$ cat config.mk
export PLATFORM = sky130hd
export DESIGN_NAME = fpga_mem_loader
export DESIGN_NICKNAME = d
export VERILOG_FILES = /design/src/rtl/fpga_loader_pkg.sv /design/src/rtl/fpga_loader_pack.sv /design/src/rtl/fpga_mem_loader.sv
export SDC_FILE = /design/constraint.sdc
export NUM_CORES = 1
export LEC_CHECK = 0
export BUFFER_PORTS_ARGS = -buffer_cell sky130_fd_sc_hd__buf_2
export CORE_AREA = 2 2 147 178
export CTS_CLUSTER_DIAMETER = 120
export DETAILED_ROUTE_END_ITERATION = 12
export DIE_AREA = 0 0 149 180
export GPL_ROUTABILITY_DRIVEN = 0
export PLACE_DENSITY = 0.75
export SYNTH_ARGS = -nofsm -noshare
export SYNTH_HDL_FRONTEND = slang
export SYNTH_SLANG_ARGS = --single-unit
$ cat constraint.sdc
create_clock -name axi_bram_clk -period 6.3 [get_ports axi_bram_clk]
set_input_delay 0.315 -clock axi_bram_clk [delete_from_list [all_inputs] [get_ports axi_bram_clk]]
set_output_delay 0.315 -clock axi_bram_clk [all_outputs]
set_load 0.01 [all_outputs]
$ cat src/rtl/fpga_loader_pkg.sv
// Shared types and helpers for the host-to-memory loader.
// State encoding, ROM target index and host-word to memory-word count conversion.
package fpga_loader_pkg;

  typedef enum logic [1:0] {
    S_IDLE,
    S_PACK,
    S_WRITE,
    S_DONE
  } loader_state_e;

  localparam int unsigned ROM_TGT = 0;

  // Memory words needed for cnt host words at r host words per memory word.
  function automatic logic [31:0] mem_words(input logic [31:0] cnt, input int unsigned r);
    return (cnt + 32'(r) - 32'd1) / 32'(r);
  endfunction

endpackage

$ cat src/rtl/fpga_loader_pack.sv
// R-lane little-endian pack buffer; word_dat already includes the word being pushed.
// Latency 0 to word_dat; no backpressure of its own, clr empties and zero-pads.
module fpga_loader_pack #(
  parameter  int HOST_DW = 32,
  parameter  int R       = 2,
  localparam int MEM_DW  = HOST_DW * R,
  localparam int LW      = (R > 1) ? $clog2(R) : 1
) (
  input  logic              clk,
  input  logic              rst,
  input  logic              clr,
  input  logic              push_vld,
  input  logic [HOST_DW-1:0] push_dat,
  output logic [MEM_DW-1:0]  word_dat,
  output logic              lane_last
);

  logic [MEM_DW-1:0] pack_q;
  logic [LW-1:0]     lane_q;

  always_comb begin
    word_dat = pack_q;
    for (int i = 0; i < R; i++) begin
      if (push_vld && lane_q == LW'(i)) begin
        word_dat[i*HOST_DW +: HOST_DW] = push_dat;
      end
    end
  end

  assign lane_last = (lane_q == LW'(R - 1));

  // Clearing on flush leaves unused upper lanes at zero for a short final word.
  always_ff @(posedge clk or posedge rst) begin
    if (rst) begin
      pack_q <= '0;
      lane_q <= '0;
    end else if (clr) begin
      pack_q <= '0;
      lane_q <= '0;
    end else if (push_vld) begin
      pack_q <= word_dat;
      lane_q <= lane_q + LW'(1);
    end
  end

endmodule

$ cat src/rtl/fpga_mem_loader.sv
// Streams host words into a selected wide memory via port B, with checksum, range check and ROM lock.
// R accept cycles plus one write cycle per memory word; in_ready drops while writing or idle.
module fpga_mem_loader
  import fpga_loader_pkg::*;
#(
  parameter  int HOST_DW = 32,
  parameter  int MEM_DW  = 64,
  parameter  int MEM_AW  = 13,
  parameter  int NUM_TGT = 2,
  localparam int R       = MEM_DW / HOST_DW,
  localparam int TW      = (NUM_TGT > 1) ? $clog2(NUM_TGT) : 1,
  localparam int CW      = MEM_AW + $clog2(R) + 1
) (
  input  logic                axi_bram_clk,
  input  logic                axi_bram_rst,
  input  logic                start,
  input  logic [TW-1:0]       tgt_sel,
  input  logic [MEM_AW-1:0]   base_addr,
  input  logic [CW-1:0]       word_cnt,
  input  logic                lock_req,
  input  logic                in_valid,
  input  logic [HOST_DW-1:0]  in_data,
  output logic                in_ready,
  output logic [NUM_TGT-1:0]  mem_en,
  output logic [MEM_DW/8-1:0] mem_we,
  output logic [MEM_AW-1:0]   mem_addr,
  output logic [MEM_DW-1:0]   mem_wdata,
  output logic                busy,
  output logic                done,
  output logic                err,
  output logic                locked,
  output logic [31:0]         csum
);

  loader_state_e state_q, state_d;

  logic [TW-1:0]     tgt_q;
  logic [MEM_AW-1:0] addr_q;
  logic [CW-1:0]     rem_q;

  logic              acc;
  logic              go;
  logic              to_write;
  logic              rej;
  logic              bad_tgt;
  logic              bad_range;
  logic [31:0]       need_words;
  logic [32:0]       end_addr;
  logic [MEM_DW-1:0] pack_word;
  logic              lane_last;

  assign acc = in_valid && in_ready;

  // Range sum is kept one bit wider than the address so a top-of-memory overrun is visible.
  always_comb begin
    need_words = mem_words(32'(word_cnt), R);
    end_addr   = {1'b0, 32'(base_addr)} + {1'b0, need_words};
    bad_range  = end_addr > (33'd1 << MEM_AW);
    bad_tgt    = (32'(tgt_sel) >= 32'(NUM_TGT)) || ((32'(tgt_sel) == ROM_TGT) && locked);
    rej        = bad_tgt || bad_range;
  end

  always_ff @(posedge axi_bram_clk or posedge axi_bram_rst) begin
    if (axi_bram_rst) begin
      state_q <= S_IDLE;
    end else begin
      state_q <= state_d;
    end
  end

  always_comb begin
    state_d  = state_q;
    in_ready = 1'b0;
    busy     = 1'b0;
    done     = 1'b0;
    go       = 1'b0;
    to_write = 1'b0;
    case (state_q)
      S_IDLE: begin
        if (start) begin
          go      = 1'b1;
          state_d = (rej || word_cnt == '0) ? S_DONE : S_PACK;
        end
      end
      S_PACK: begin
        in_ready = 1'b1;
        busy     = 1'b1;
        if (acc && (lane_last || rem_q == CW'(1))) begin
          to_write = 1'b1;
          state_d  = S_WRITE;
        end
      end
      S_WRITE: begin
        busy    = 1'b1;
        state_d = (rem_q != '0) ? S_PACK : S_DONE;
      end
      S_DONE: begin
        done    = 1'b1;
        state_d = S_IDLE;
      end
      default: state_d = S_IDLE;
    endcase
  end

  // Memory strobes are registered on entry to WRITE, so they are high only during that cycle.
  always_ff @(posedge axi_bram_clk or posedge axi_bram_rst) begin
    if (axi_bram_rst) begin
      tgt_q     <= '0;
      addr_q    <= '0;
      rem_q     <= '0;
      mem_en    <= '0;
      mem_we    <= '0;
      mem_addr  <= '0;
      mem_wdata <= '0;
      err       <= 1'b0;
      locked    <= 1'b0;
      csum      <= '0;
    end else begin
      mem_en <= '0;
      mem_we <= '0;
      if (lock_req) begin
        locked <= 1'b1;
      end
      if (go) begin
        err    <= rej;
        csum   <= '0;
        tgt_q  <= tgt_sel;
        addr_q <= base_addr;
        rem_q  <= word_cnt;
      end
      if (acc) begin
        csum  <= csum + 32'(in_data);
        rem_q <= rem_q - CW'(1);
      end
      if (to_write) begin
        mem_en    <= NUM_TGT'(1) << tgt_q;
        mem_we    <= '1;
        mem_addr  <= addr_q;
        mem_wdata <= pack_word;
      end
      if (state_q == S_WRITE) begin
        addr_q <= addr_q + MEM_AW'(1);
      end
    end
  end

  fpga_loader_pack #(
    .HOST_DW (HOST_DW),
    .R       (R)
  ) u_pack (
    .clk       (axi_bram_clk),
    .rst       (axi_bram_rst),
    .clr       (go || to_write),
    .push_vld  (acc),
    .push_dat  (in_data),
    .word_dat  (pack_word),
    .lane_last (lane_last)
  );

endmodule

* Word-level counts from Yosys, hierarchy flattened
Index checks and enable logic that the tools add are counted.
Operators by class: add/subtract/negate cells 7, magnitude comparators 1, eq/ne operators 6, shifts and indexed selects 1, muxes and demuxes 26, bitwise operators 2, reduce and logical (&&, ||, !) cells 17
Operators with widths (count):
- $mux 32 | 4
- $mux 64 | 2
- $add 13x31->32 | 1
- $add 32x32->32 | 1
- $gt 32x14->1 const B | 1
- $mux 15 | 2
- $mux 13 | 2
- $sub 16x1->17 const B | 1
- $add 15x2->16 const B | 1
- $eq 15x1->1 const B | 1
- $logic_not 15->1 | 1
- $reduce_bool 15->1 | 1
- $sub 15x1->15 const B | 1
- $add 13x1->13 const B | 1
- $mux 2 | 5
- $mux 1 | 9
- $mux 8 | 1
- $pmux 2 s4 | 1
- $reduce_bool 2->1 | 3
- $logic_and 1x1->1 | 5
- $eq 2x2->1 const B | 2
- $logic_or 1x1->1 | 4
- $ne 2x2->1 const B | 2
- $eq 2x1->1 const B | 1
- other kinds (6) | 7
Storage, ports and cells: register bits after elaboration 217, input bits 66, output and inout port bits 124, logic and storage cells 73

* Depth between registers and ports, before layout
Gate-level depths: netlist of the first run.
depth after elaboration 9, depth in mapped cells 16, mapped depth without buffers 16

* Cells and area by module
Synthesis of the first run repeated with hierarchy kept, for this count alone.
Unflattened totals: cells, all modules 1199, area total of the unflattened synthesis 12613.3 um2
Modules (own cells, without submodules):
- fpga_mem_loader | times used 1, cells an instance 878, area an instance 8705.8 um2, seq. area each 3628.5 um2
- fpga_loader_pack | times used 1, cells an instance 321, area an instance 3907.5 um2, seq. area each 1626.6 um2

* Worst setup path before layout of the first run
No wires, ideal clock.
path kind in2reg, from input word_cnt[0], to register state_q[1], setup time 140 ps, arrival time 2943 ps, required time 6160 ps, slack 3217 ps, stages on the path 15, buffers on the path 0, path through ha_1 -> nand4_1 -> nor2_1 -> nand2_1 -> xnor2_1 -> ha_1 -> a21oi_1 -> nand2_1 -> or3_4 -> a311o_1 -> a21oi_2 -> nand3_1 -> mux2_2 -> nand3_2 -> a31oi_1
Between the ends: cells in the longest elaborated chain, start to end 9, elaborated cells on any way between the ends 10, classes of those cells add/sub (3); order compare (1); mux (3); reduce/logical (3)
RTL lines:
- start, declared | line fpga_mem_loader.sv:19 | input logic [CW-1:0] word_cnt,
- $add 15x2->16 | line fpga_loader_pkg.sv:16 | return (cnt + 32'(r) - 32'd1) / 32'(r);
- $sub 16x1->17 | line fpga_loader_pkg.sv:16
- $add 13x31->32 | line fpga_mem_loader.sv:57 | end_addr = {1'b0, 32'(base_addr)} + {1'b0, need_words};
- $gt 32x14->1 | line fpga_mem_loader.sv:58 | bad_range = end_addr > (33'd1 << MEM_AW);
- $logic_or 1x1->1 | line fpga_mem_loader.sv:60 | rej = bad_tgt || bad_range;
- $logic_or 1x1->1 * | line fpga_mem_loader.sv:82 | state_d = (rej || word_cnt == '0) ? S_DONE : S_PACK;
- $mux 2 * | line fpga_mem_loader.sv:82
- $mux 2 * | line fpga_mem_loader.sv:80 | if (start) begin
- $pmux 2 s4 * | line fpga_mem_loader.sv:78 | case (state_q)
- end signal, assigned | line fpga_mem_loader.sv:67 | state_q <= state_d;
- end, declared | line fpga_mem_loader.sv:35 | loader_state_e state_q, state_d;
Every way passes the cells marked *; elsewhere a longest branch is shown, timed or not. The select of a mux whose other input is x is not followed. A chain may end at the register's enable or synchronous reset.

* Final worst setup path of the first run
from register state_q[1], to register u_pack.pack_q[29]
Between the ends: cells in the longest elaborated chain, start to end 8, elaborated cells on any way between the ends 14, classes of those cells eq/ne (1); mux (7); reduce/logical (6)
RTL lines:
- $eq 2x1->1 * | line fpga_mem_loader.sv:78
- $mux 1 | line fpga_mem_loader.sv:78
- $logic_and 1x1->1 | line fpga_mem_loader.sv:52 | assign acc = in_valid && in_ready;
- $logic_and 1x1->1 | line fpga_mem_loader.sv:88 | if (acc && (lane_last || rem_q == CW'(1))) begin
- $mux 1 | line fpga_mem_loader.sv:88
- $mux 1 * | line fpga_mem_loader.sv:78
- net to_write | line fpga_mem_loader.sv:43 | logic to_write;
- $logic_or 1x1->1 * | line fpga_mem_loader.sv:153 | .clr (go || to_write),
- $mux 64 or $reduce_bool 2->1 (tied branches)
- end signal, assigned | line fpga_loader_pack.sv:41 | pack_q <= word_dat;
- end, declared | line fpga_loader_pack.sv:18 | logic [MEM_DW-1:0] pack_q;
The timed path passes the listed nets; every way through them passes the cells marked *. The select of a mux whose other input is x is not followed.

==> metrics.md, run 1 <==
| Metric | Value |
|---|---|
| Outcome | finished clean |
| Synth warn | 0 |
| Synth-to-layout area growth | 17.8% |
| IR drop worst, VDD | 0.208 mV |
| Clk_lat worst skew | 510 ps |
| Placed wire-length estimate | 20300 um |
| Leakage Power | 0.00693 uW |
| Clock Path Buffers | 3 |
| Met2 usage | 36.9% |
| Share of cells above drive strength 1 | 21.5% |
| Worst-path fanout max | 116 |
| Vias in the first global route | 9131 |
| Fin Clk Skew | 11.6 ps |
| Vias post-DR | 9386 |
| Crit-path cells | inv_1 > ha_1 > and2_1 > buf_4 > o21ai_4 > buf_4 > inv_2 > nor3_2 > buf_4 > a22o_1 |
| Pwr Density | 438 mW/mm2 |
| CTS resizes | 0 |
| Setup TNS | 0 ps |
| Final min period | 3130 ps |
| Predominant post-synthesis flop cell | dfrtp_1 |
| Grt met1 use | 28.2% |
| Finished Layout Cells | 1658 |
| GR Layer Usage met3 | 3.73% |
| Relative slew margins | 21.4% |
| Top-count cell post-synth | dfrtp_1 |
| Final wirelength | 29300 um |
| GRT overflow | 0 |
| Final nets | 1437 |
| DRC | 0 |
| First-pass GRT wire length | 47600 um |
| Unrepaired setup endpoints after global routing | no |
| R2r setup slk | 3170 ps |
| CTS Buf Count | 23 |
| Post-synth EDFFs | 0 |
| Area after DPL | 0.0126 mm2 |
| Maxcap violations | 0 |
| Largest net degree at the start of global routing | 117 |
| Seq/Total Area, Yosys | 46.1% |
| Hold Path End | tgt_q |
| Post-synth top cells | 210 x dfrtp_1, 135 x nand2_1, 118 x o21ai_0 |
| Post-synthesis cell count | 1154 |
| Initial antenna violation count | 1 |
| RR Endpoint | u_pack.pack_q[29] |
| Max Slew Vio Count | 0 |
| Fmax | 0.320 GHz |
| Setup Crit Path Kind | register to register |
| Post-DRT Antenna Nets | 0 |
| Die area | 0.0268 mm2 |
| Die height | 180 um |
| Inserted Diodes | 0 |
| Post-Place Cells | 1616 |
| Number of core rows | 64 |
| Worst Tran Pin Value | 1180 ps |
| GRT Max-Usage Layer | met2 |
| Final setup fails | 0 |
| Root buf cell | clkbuf_16 |
| Reg2Reg Depth | 10 |
| HP Class | primary input to register |
| Critical Path Max Stage Delay | 780 ps |
| Syn_area_per_cell | 9.88 um2 |
| Post-synthesis cell type count | 80 |
| PortBufs | 189 |
| Seq cells post-synth | 210 |
| Most used cell, CP | buf_4 |
| Routed length per placed instance | 17.7 um |
| Drt first pass iters | 5 |
| Synth top area share | 46.1% |
| Post-synth top area cell | dfrtp_1 |
| Fillers | 2224 |
| Via-to-Cell Ratio | 5.66 |
| Die Wd | 149 um |
| Number of hold violations in the final report | 0 |
| Crit path max-delay cell type | buf_4 |
| Syn_nets | 1278 |
| Core area | 0.0251 mm2 |
| Tot GR Track Use | 21.6% |
| Worst EP arrival | 3560 ps |
| Starting Density | 45.3% |
| Non-Filler Cell Area, Final | 0.0134 mm2 |
| CTS H-tree depth | 1 |
| Hold_sp | tgt_sel |
| Synth Cell Area | 0.0114 mm2 |
| Largest cells by area after synthesis | dfrtp_1 46%, mux2i_1 6.3%, ha_1 6.1%, o21ai_0 5.2%, nand2_1 4.4% |
| IO Count | 190 |
| Hold path cells | 3 |
| Worst setup SP type | register |
| CTS clk-pin slew, worst paths | 60 ps |
| R2R Path Start | state_q[1] |
| Worst Path Required | 6730 ps |
| TritonCTS sink count | 210 |
| Worst Setup End Kind | register |
| Tcrit/Tclk final | 49.7% |
| Asr flop ratio synth | 100% |
| CTS tree | done |
| DR iter-0 viols | 357 |
worst max-delay path: cells and delay by family (launching register included):
kind                     cells  cell delay, ps
AO/OA/AOI/OAI                2             340
adder cells (fa/ha/maj)      1             250
buffers and inverters        5            1670
flip-flops                   1             420
AND/OR/NAND/NOR              2             360
stage by stage:
step                utilization (%)  hold slack [ps]  worst slack (ps)  power [uW]
floorplan                         -              417               247        3650
global placement               50.0              439              2890        4310
detailed placement             50.0              439              2720        4390
CTS                            53.4             21.6              3130        5930
global route                   53.4             39.7              2880        6300
finish                         53.4             31.1              3170        5890
cells in the final DEF, fill, tap and decap left out, types with 5 or more instances in the layout:
cell type    n
a211oi_1    19
a21o_1      12
a21oi_1     42
a22o_1      36
and2_1       6
and3_1      39
buf_2      189
buf_4       11
bufinv_16    7
clkbuf_1     5
clkbuf_16   23
dfrtp_1    210
ha_1        56
inv_1       28
mux2_2      14
mux2i_1     72
nand2_1    134
nand3_1     31
nand3b_1     6
nand4_1      9
nor2_1      60
nor2b_1      9
nor3_1      16
nor4_1       5
o211ai_1     5
o21ai_0    118
o21ai_1     11
o22ai_1      5
or2_2        5
xnor2_1     23
xor2_1      17
metal layers:
metal  share of wire [%]  vias to the layer above
met2                  49                      274
met4                 2.3                        2
li1                    -                     4489
met3                 5.9                       52
met1                  42                     4569
met5               0.044                        -
flip-flops by register name (all words and copies together) (netlist names):
| signal | count |
|---|---|
| mem_we | 1 |
| mem_addr | 13 |
| addr_q | 13 |
| csum | 32 |
| err | 1 |
| state_q | 2 |
| u_pack.pack_q | 64 |
| mem_en | 2 |
| tgt_q | 1 |
| mem_wdata | 64 |
| u_pack.lane_last | 1 |
| locked | 1 |
| rem_q | 15 |
power breakdown:
group	switching [uW]	total (uW)	leakage [uW]	internal (uW)
Combinational	1340	2290	0.00376	954
Sequential	309	2080	0.00276	1770
Clock	548	1520	0.000411	968
how the worst max path moves through the flow:
stage | from | end | cells past startpoint
finish | state_q[1] | u_pack.pack_q[29] | 10
global route | state_q[1] | u_pack.pack_q[29] | 10
CTS | state_q[1] | u_pack.pack_q[17] | 10
detailed placement | word_cnt[0] | state_q[1] | 16
global placement | word_cnt[0] | state_q[1] | 16
floorplan | axi_bram_rst | addr_q[0] | 1
cell families (layout without fill, tap and decap cells):
family / after synthesis / in the layout / synth area share (%)
XOR/XNOR: 40 / 40 / 3.07
AND/OR/NAND/NOR: 354 / 354 / 15.1
adder cells (fa/ha/maj): 58 / 58 / 6.50
multiplexers: 86 / 86 / 7.71
AO/OA/AOI/OAI: 308 / 308 / 17.8
buffers and inverters: 98 / 272 / 3.67
flip-flops: 210 / 210 / 46.1
area by class of cell:
cell class / count / area, um2 / area share (%)
multi-input combinational: 846 / 5750 / 42.8
sequential: 210 / 5260 / 39.1
timing repair buffer: 202 / 1050 / 7.81
clock buffer: 29 / 608 / 4.53
tap: 330 / 413 / 3.08
clock inverter: 11 / 234 / 1.74
inverter: 30 / 120 / 0.895
what timing repair did:
action	in CTS	in global routing
setup buffers	0	0
hold buffers	2	0
hold endpoints to repair	91	0
Note: power is estimated with default switching activity, not from simulation.
==> run 2: changes to the inputs <==
--- a/config.mk
+++ b/config.mk
@@ -11,7 +11,7 @@
 export DETAILED_ROUTE_END_ITERATION = 12
 export DIE_AREA = 0 0 149 180
 export GPL_ROUTABILITY_DRIVEN = 0
-export PLACE_DENSITY = 0.75
+export PLACE_DENSITY = 0.73
 export SYNTH_ARGS = -nofsm -noshare
 export SYNTH_HDL_FRONTEND = slang
 export SYNTH_SLANG_ARGS = --single-unit
==> constraint.sdc (replaced) <==
create_clock -name axi_bram_clk -period 2.9 [get_ports axi_bram_clk]
set_input_delay 0.145 -clock axi_bram_clk [delete_from_list [all_inputs] [get_ports axi_bram_clk]]
set_output_delay 0.145 -clock axi_bram_clk [all_outputs]
set_load 0.01 [all_outputs]
==> run 2 against run 1 <==
Clock power is 81% higher; sequential share of layout area is 1.9 points lower; critical endpoint is now csum[16]; die area stayed put; design area is 5.2% higher; critical path type unchanged; global-route usage is 0.99 points higher.
==> metrics.md, run 2 (synthesized netlist as in run 1, its figures left out) <==
| Metric | Value |
|---|---|
| Final core occ | 56.2% (was 53.4%) |
| Area after DPL | 0.0129 mm2 (was 0.0126 mm2) |
| Non-Filler Cell Area, Final | 0.0141 mm2 (was 0.0134 mm2) |
| Root buf cell | clkbuf_16 (unchanged) |
| Met2 usage | 39.7% (was 36.9%) |
| Worst Path Required | 3260 ps (was 6730 ps) |
| Biggest registers after layout | mem_wdata (64), u_pack.pack_q (64), csum (32) (unchanged) |
| TritonCTS sink count | 210 (unchanged) |
| Leakage Power | 0.00725 uW (was 0.00693 uW) |
| DRC | 0 (unchanged) |
| Minimum hold slack | 16.7 ps (was 31.1 ps) |
| IO Count | 190 (unchanged) |
| Critical Path Source | csum[0] (was state_q[1]) |
| HP Class | primary input to register (unchanged) |
| Grt met1 use | 28.2% (about the same) |
| Final nets | 1521 (was 1437) |
| Inserted Diodes | 0 (unchanged) |
| Synth-to-layout area growth | 23.9% (was 17.8%) |
| Clock Path Buffers | 3 (unchanged) |
| Final min period | 2750 ps (was 3130 ps) |
| DR iter-0 viols | 436 (was 357) |
| CTS tree | done (unchanged) |
| Tcrit/Tclk final | 94.7% (was 49.7%) |
| Worst Tran Pin Value | 741 ps (was 1180 ps) |
| CP endpoint | csum[16] (was u_pack.pack_q[29]) |
| Relative slew margins | 50.4% (was 21.4%) |
| Max Slew Vio Count | 0 (unchanged) |
| Most frequent cells in the layout | 210 x dfrtp_1, 189 x buf_2, 134 x nand2_1, 118 x o21ai_0, 72 x mux2i_1 (unchanged) |
| Post-DRT Antenna Nets | 0 (unchanged) |
| Number of hold violations in the final report | 0 (unchanged) |
| Die Wd | 149 um (unchanged) |
| Post-Place Cells | 1652 (was 1616) |
| Setup Fix Bufs, Post-CTS | 0 (unchanged) |
| GRT Max-Usage Layer | met2 (unchanged) |
| Vias in the first global route | 9618 (was 9131) |
| RR Endpoint | csum[16] (was u_pack.pack_q[29]) |
| Finished Layout Cells | 1739 (was 1658) |
| Share of cells above drive strength 1 | 23.1% (was 21.5%) |
| Initial antenna violation count | 1 (unchanged) |
| Pwr Density | 884 mW/mm2 (was 438 mW/mm2) |
| GR Layer Usage met3 | 3.81% (was 3.73%) |
| Most common cell after layout, fill and taps aside | dfrtp_1 (unchanged) |
| Via-to-Cell Ratio | 5.62 (was 5.66) |
| First-pass GRT wire length | 49700 um (was 47600 um) |
| Core area | 0.0251 mm2 (unchanged) |
| Fmax | 0.364 GHz (was 0.320 GHz) |
| Largest net degree at the start of global routing | 118 (was 117) |
| Setup TNS | 0 ps (unchanged) |
| Starting Density | 45.3% (unchanged) |
| GRT overflow | 0 (unchanged) |
| PortBufs | 189 (unchanged) |
| Final setup fails | 0 (unchanged) |
| Die height | 180 um (unchanged) |
| Unrepaired setup endpoints after global routing | no (unchanged) |
| Placed wire-length estimate | 21200 um (was 20300 um) |
| Worst Setup End Kind | register (unchanged) |
| R2r setup slk | 150 ps (was 3170 ps) |
| Reg2Reg Depth | 12 (was 10) |
| R2R Path Start | csum[0] (was state_q[1]) |
| Setup Crit Path Kind | register to register (unchanged) |
| Routed length per placed instance | 17.6 um (was 17.7 um) |
| CTS H-tree depth | 1 (unchanged) |
| Worst setup SP type | register (unchanged) |
| Die area | 0.0268 mm2 (unchanged) |
| Worst EP arrival | 3110 ps (was 3560 ps) |
| CTS clk-pin slew, worst paths | 60 ps (about the same) |
| Maxcap violations | 0 (unchanged) |
| Outcome | finished clean (unchanged) |
| Number of core rows | 64 (unchanged) |
| Fin Clk Skew | 9.51 ps (was 11.6 ps) |
| CTS Buf Count | 23 (unchanged) |
| Vias post-DR | 9772 (was 9386) |
| Final wirelength | 30500 um (was 29300 um) |
| Drt first pass iters | 5 (unchanged) |
| IR drop worst, VDD | 0.574 mV (was 0.208 mV) |
| Fillers | 2230 (was 2224) |
| Tot GR Track Use | 22.6% (was 21.6%) |
| Clk_lat worst skew | 500 ps (was 510 ps) |
| Worst-path fanout max | 3 (was 116) |
run 2: cell types whose count changed in the layout (fill, tap and decap cells not counted), moves of 2 or more:
cell	previous run	this run
clkbuf_8	1	3
buf_4	11	43
dlygate4sd3_1	2	50
clkinvlp_4	0	2
ha_1	56	54
ha_2	0	2
bufinv_16	7	1
buf_12	0	4
run 2: layout make-up:
class	count	area, um2	area share [%]
well taps	330	413	2.92
flip-flops and latches	210	5260	37.2
multi-input cells	846	5790	41.0
repair buffers	286	1850	13.1
clock buffers	30	632	4.47
clock inverters	7	70.1	0.496
inverters	30	116	0.824
run 2: worst max-delay path, cell delays in order, from the launching register on:
cell and delay [ps]:
dfrtp_1 380, ha_1 250, fa_2 420, a211oi_4 250
o21bai_2 100, a21oi_2 180, o21ai_0 110, and2_1 240
o31ai_4 230, buf_4 180, o31ai_1 70, xnor2_1 130
o21ai_0 80
run 2: per-stage QoR:
| step | total power [uW] | worst slack (ps) |
|---|---|---|
| floorplan | 7940 | 18.5 |
| global placement | 9490 | -145 |
| detailed placement | 9640 | -354 |
| CTS | 12500 | 78.4 |
| global route | 13400 | 2.55 |
| finish | 12500 | 153 |
run 2: report_power, final:
part	switching, uW	internal (uW)	total [uW]
logic	2980	2230	5210
registers	671	3840	4520
clock network	1140	1610	2750
run 2: metal layers:
| metal | up-vias | part of all wire, % |
|---|---|---|
| met5 | - | 0.036 |
| met4 | 2 | 3.2 |
| met3 | 72 | 5.8 |
| met2 | 300 | 50 |
| met1 | 4748 | 41 |
| li1 | 4650 | - |
run 2: how the worst min path moves through the flow:
| stage | endpoint | slack (ps) | from | cells after the start |
|---|---|---|---|---|
| 2_1_floorplan | tgt_q | 250 | tgt_sel | 2 |
| 3_3_place_gp | mem_wdata[45] | 260 | axi_bram_rst | 2 |
| 3_5_place_dp | mem_wdata[45] | 260 | axi_bram_rst | 2 |
| 4_1_cts | rem_q[3] | 0.6 | word_cnt[3] | 3 |
| 5_1_grt | rem_q[3] | 20 | word_cnt[3] | 3 |
| 6_report | u_pack.pack_q[1] | 20 | in_data[1] | 2 |
run 2: timing repair:
item | 4_1_cts | 5_1_grt
endpoints found under the hold margin | 88 | 0
setup endpoints to repair | 1 | 6
gates resized for setup | 1 | 6
hold buffers | 50 | 0
gates cloned | 0 | 0
==> run 3: changes to the inputs <==
--- a/config.mk
+++ b/config.mk
@@ -11,6 +11,7 @@
 export DETAILED_ROUTE_END_ITERATION = 12
 export DIE_AREA = 0 0 149 180
 export GPL_ROUTABILITY_DRIVEN = 0
+export GPL_TIMING_DRIVEN = 0
 export PLACE_DENSITY = 0.73
 export SYNTH_ARGS = -nofsm -noshare
 export SYNTH_HDL_FRONTEND = slang
==> run 3 against run 2 <==
Design area rose by 1.1%; total power rose by 1.7%; clock power rose by 4%; global-route usage rose by 1.8 points; critical path depth rose by 3; critical path type is now primary input to register; highest routed layer unchanged.
==> metrics.md, run 3 (synthesized netlist as in run 1, its figures left out) <==
| Metric | Value |
|---|---|
| Outcome | finished clean (unchanged) |
| Final nets | 1553 (was 1521) |
| Final core occ | 56.8% (was 56.2%) |
| R2R Path Start | csum[0] (unchanged) |
| CTS clk-pin slew, worst paths | 60 ps (about the same) |
| Worst-path fanout max | 4 (was 3) |
| Share of cells above drive strength 1 | 22.8% (was 23.1%) |
| Via-to-Cell Ratio | 5.60 (was 5.62) |
| Critical Path Source | word_cnt[1] (was csum[0]) |
| Maxcap violations | 0 (unchanged) |
| Setup Crit Path Kind | primary input to register (was register to register) |
| Core area | 0.0251 mm2 (unchanged) |
| GRT overflow | 0 (unchanged) |
| Met2 wire len | 16400 um (was 15200 um) |
| Critical Path Max Stage Delay | 410 ps (was 420 ps) |
| Most frequent cells in the layout | 210 x dfrtp_1, 200 x buf_2, 135 x nand2_1, 118 x o21ai_0, 72 x mux2i_1 (was 210 x dfrtp_1, 189 x buf_2, 134 x nand2_1, 118 x o21ai_0, 72 x mux2i_1) |
| Biggest registers after layout | mem_wdata (64), u_pack.pack_q (64), csum (32) (unchanged) |
| Fmax | 0.350 GHz (was 0.364 GHz) |
| Relative slew margins | 46.0% (was 50.4%) |
| R2r setup slk | 130 ps (was 150 ps) |
| Clock Path Buffers | 3 (unchanged) |
| DR iter-0 viols | 515 (was 436) |
| Most common cell after layout, fill and taps aside | dfrtp_1 (unchanged) |
| Final wirelength | 33100 um (was 30500 um) |
| HP Class | primary input to register (unchanged) |
| Post-DRT Antenna Nets | 0 (unchanged) |
| Setup TNS | 0 ps (unchanged) |
| Final setup fails | 0 (unchanged) |
| TritonCTS sink count | 210 (unchanged) |
| Die height | 180 um (unchanged) |
| Tot GR Track Use | 24.4% (was 22.6%) |
| PortBufs | 187 (was 189) |
| Worst Tran Pin Value | 808 ps (was 741 ps) |
| Die area | 0.0268 mm2 (unchanged) |
| IR drop worst, VDD | 0.433 mV (was 0.574 mV) |
| First-pass GRT wire length | 52500 um (was 49700 um) |
| Crit-path cells | buf_2 > inv_1 > ha_1 > ha_1 > inv_1 > fa_1 > nand2b_1 > a2111oi_4 > or3_4 > mux2i_1 > o2111ai_1 > nor4_2 > o211ai_1 > nand3_2 > a31oi_1 (was ha_1 > fa_2 > a211oi_4 > o21bai_2 > a21oi_2 > o21ai_0 > and2_1 > o31ai_4 > buf_4 > o31ai_1 > xnor2_1 > o21ai_0) |
| Initial antenna violation count | 2 (was 1) |
| Vias post-DR | 9932 (was 9772) |
| Worst EP arrival | 3210 ps (was 3110 ps) |
| Largest net degree at the start of global routing | 41 (was 118) |
| Number of hold violations in the final report | 0 (unchanged) |
| Minimum hold slack | 4.76 ps (was 16.7 ps) |
| Finished Layout Cells | 1774 (was 1739) |
| Final min period | 2860 ps (was 2750 ps) |
| Routed length per placed instance | 18.7 um (was 17.6 um) |
| Placed wire-length estimate | 24200 um (was 21200 um) |
| Worst Path Buf+Inv | 3 (was 1) |
| Leakage Power | 0.00729 uW (was 0.00725 uW) |
| Vias in the first global route | 9838 (was 9618) |
| DRC | 0 (unchanged) |
| DR WL met3 | 1950 um (was 1780 um) |
| Synth-to-layout area growth | 25.3% (was 23.9%) |
| Max Slew Vio Count | 0 (unchanged) |
| Unrepaired setup endpoints after global routing | yes (was no) |
| Worst Path Required | 3260 ps (about the same) |
| Starting Density | 45.3% (unchanged) |
| Pwr Density | 889 mW/mm2 (was 884 mW/mm2) |
| CTS tree | done (unchanged) |
| Max layer used | met5 (unchanged) |
| Met1 Wirelength | 13700 um (was 12600 um) |
| Drt first pass iters | 5 (unchanged) |
| Fin Clk Skew | 11.8 ps (was 9.51 ps) |
| Clk_lat worst skew | 500 ps (about the same) |
| Worst setup SP type | primary input (was register) |
| IO Count | 190 (unchanged) |
| Fillers | 2138 (was 2230) |
| Tcrit/Tclk final | 98.5% (was 94.7%) |
| Number of core rows | 64 (unchanged) |
| Worst Setup End Kind | register (unchanged) |
| CTS Buf Count | 22 (was 23) |
| Hold_sp | word_cnt[7] (was in_data[1]) |
| Root buf cell | clkbuf_16 (unchanged) |
| CTS H-tree depth | 1 (unchanged) |
| Die Wd | 149 um (unchanged) |
| Post-Place Cells | 1676 (was 1652) |
| Delay-heaviest family, CP | simple AND/OR/NAND/NOR gates (was compound AO/OA/AOI/OAI gates) |
| Crit path max-delay cell type | fa_1 (was fa_2) |
==> run 3: cell count changes in the layout (fill, tap and decap cells not counted), sizes merged <==
cell         previous run  this run
buf                   236       225
bufinv                  1         2
clkbuf                 30        71
clkinv                  5         7
clkinvlp                2         1
diode                   0         1
dlygate4sd3            50        52
==> run 3: worst paths after layout <==
path / end / cells after the start
max: state_q[1] / 15
min: rem_q[7] / 3
max reg2reg: csum[20] / 11
min reg2reg: mem_en[0] / 1
max in group asynchronous: csum[28] / 5
min in group asynchronous: mem_wdata[11] / 3
==> run 3: repair_timing <==
item                       CTS  global route
setup endpoints to repair   34           101
setup buffers                2             5
hold buffers                52             0
resized for setup            7            31
pin swaps                    3            11
hold endpoints to repair    88             0
==> run 3: where the power goes <==
part	total [uW]	internal, uW	switching, uW
Sequential	4540	3840	692
Clock	2850	1670	1170
Combinational	5310	2220	3090
Total	12700	7740	4960
==> run 3: worst register-to-register path, cell delays in order, from the launching register on <==
cell	delay, ps
dfrtp_1	410
ha_2	220
fa_2	380
a211oi_2	280
o21bai_2	100
a21oi_2	180
o21ai_0	120
and2_4	210
o31ai_4	300
o2111ai_2	190
xnor2_1	160
o21ai_1	80
==> run 3: final cells by class <==
| type | count | area, um2 | area share [%] |
|---|---|---|---|
| diodes | 1 | 2.50 | 0.0175 |
| plain buffers | 68 | 315 | 2.21 |
| clock buffers | 29 | 618 | 4.33 |
| clock inverters | 9 | 95.1 | 0.666 |
| inverters | 30 | 116 | 0.815 |
| multi-input cells | 846 | 5860 | 41.0 |
| flip-flops and latches | 210 | 5260 | 36.8 |
| well taps | 330 | 413 | 2.89 |
| repair buffers | 251 | 1610 | 11.3 |
==> run 3: metal layers <==
metal | GRT usage (%) | vias to the layer above
met5 | 0 | -
met4 | 7.54 | 2
met3 | 3.71 | 61
met2 | 42.4 | 336
met1 | 31.0 | 4823
li1 | - | 4710
==> run 3: per-stage QoR <==
step	setup WS (ps)	power (uW)	area, um2
finish	44.9	12700	14300
global route	-138	13600	14300
CTS	-34.4	12700	14100
detailed placement	-702	9700	12900
global placement	-1250	9520	12800
floorplan	18.5	7940	11400
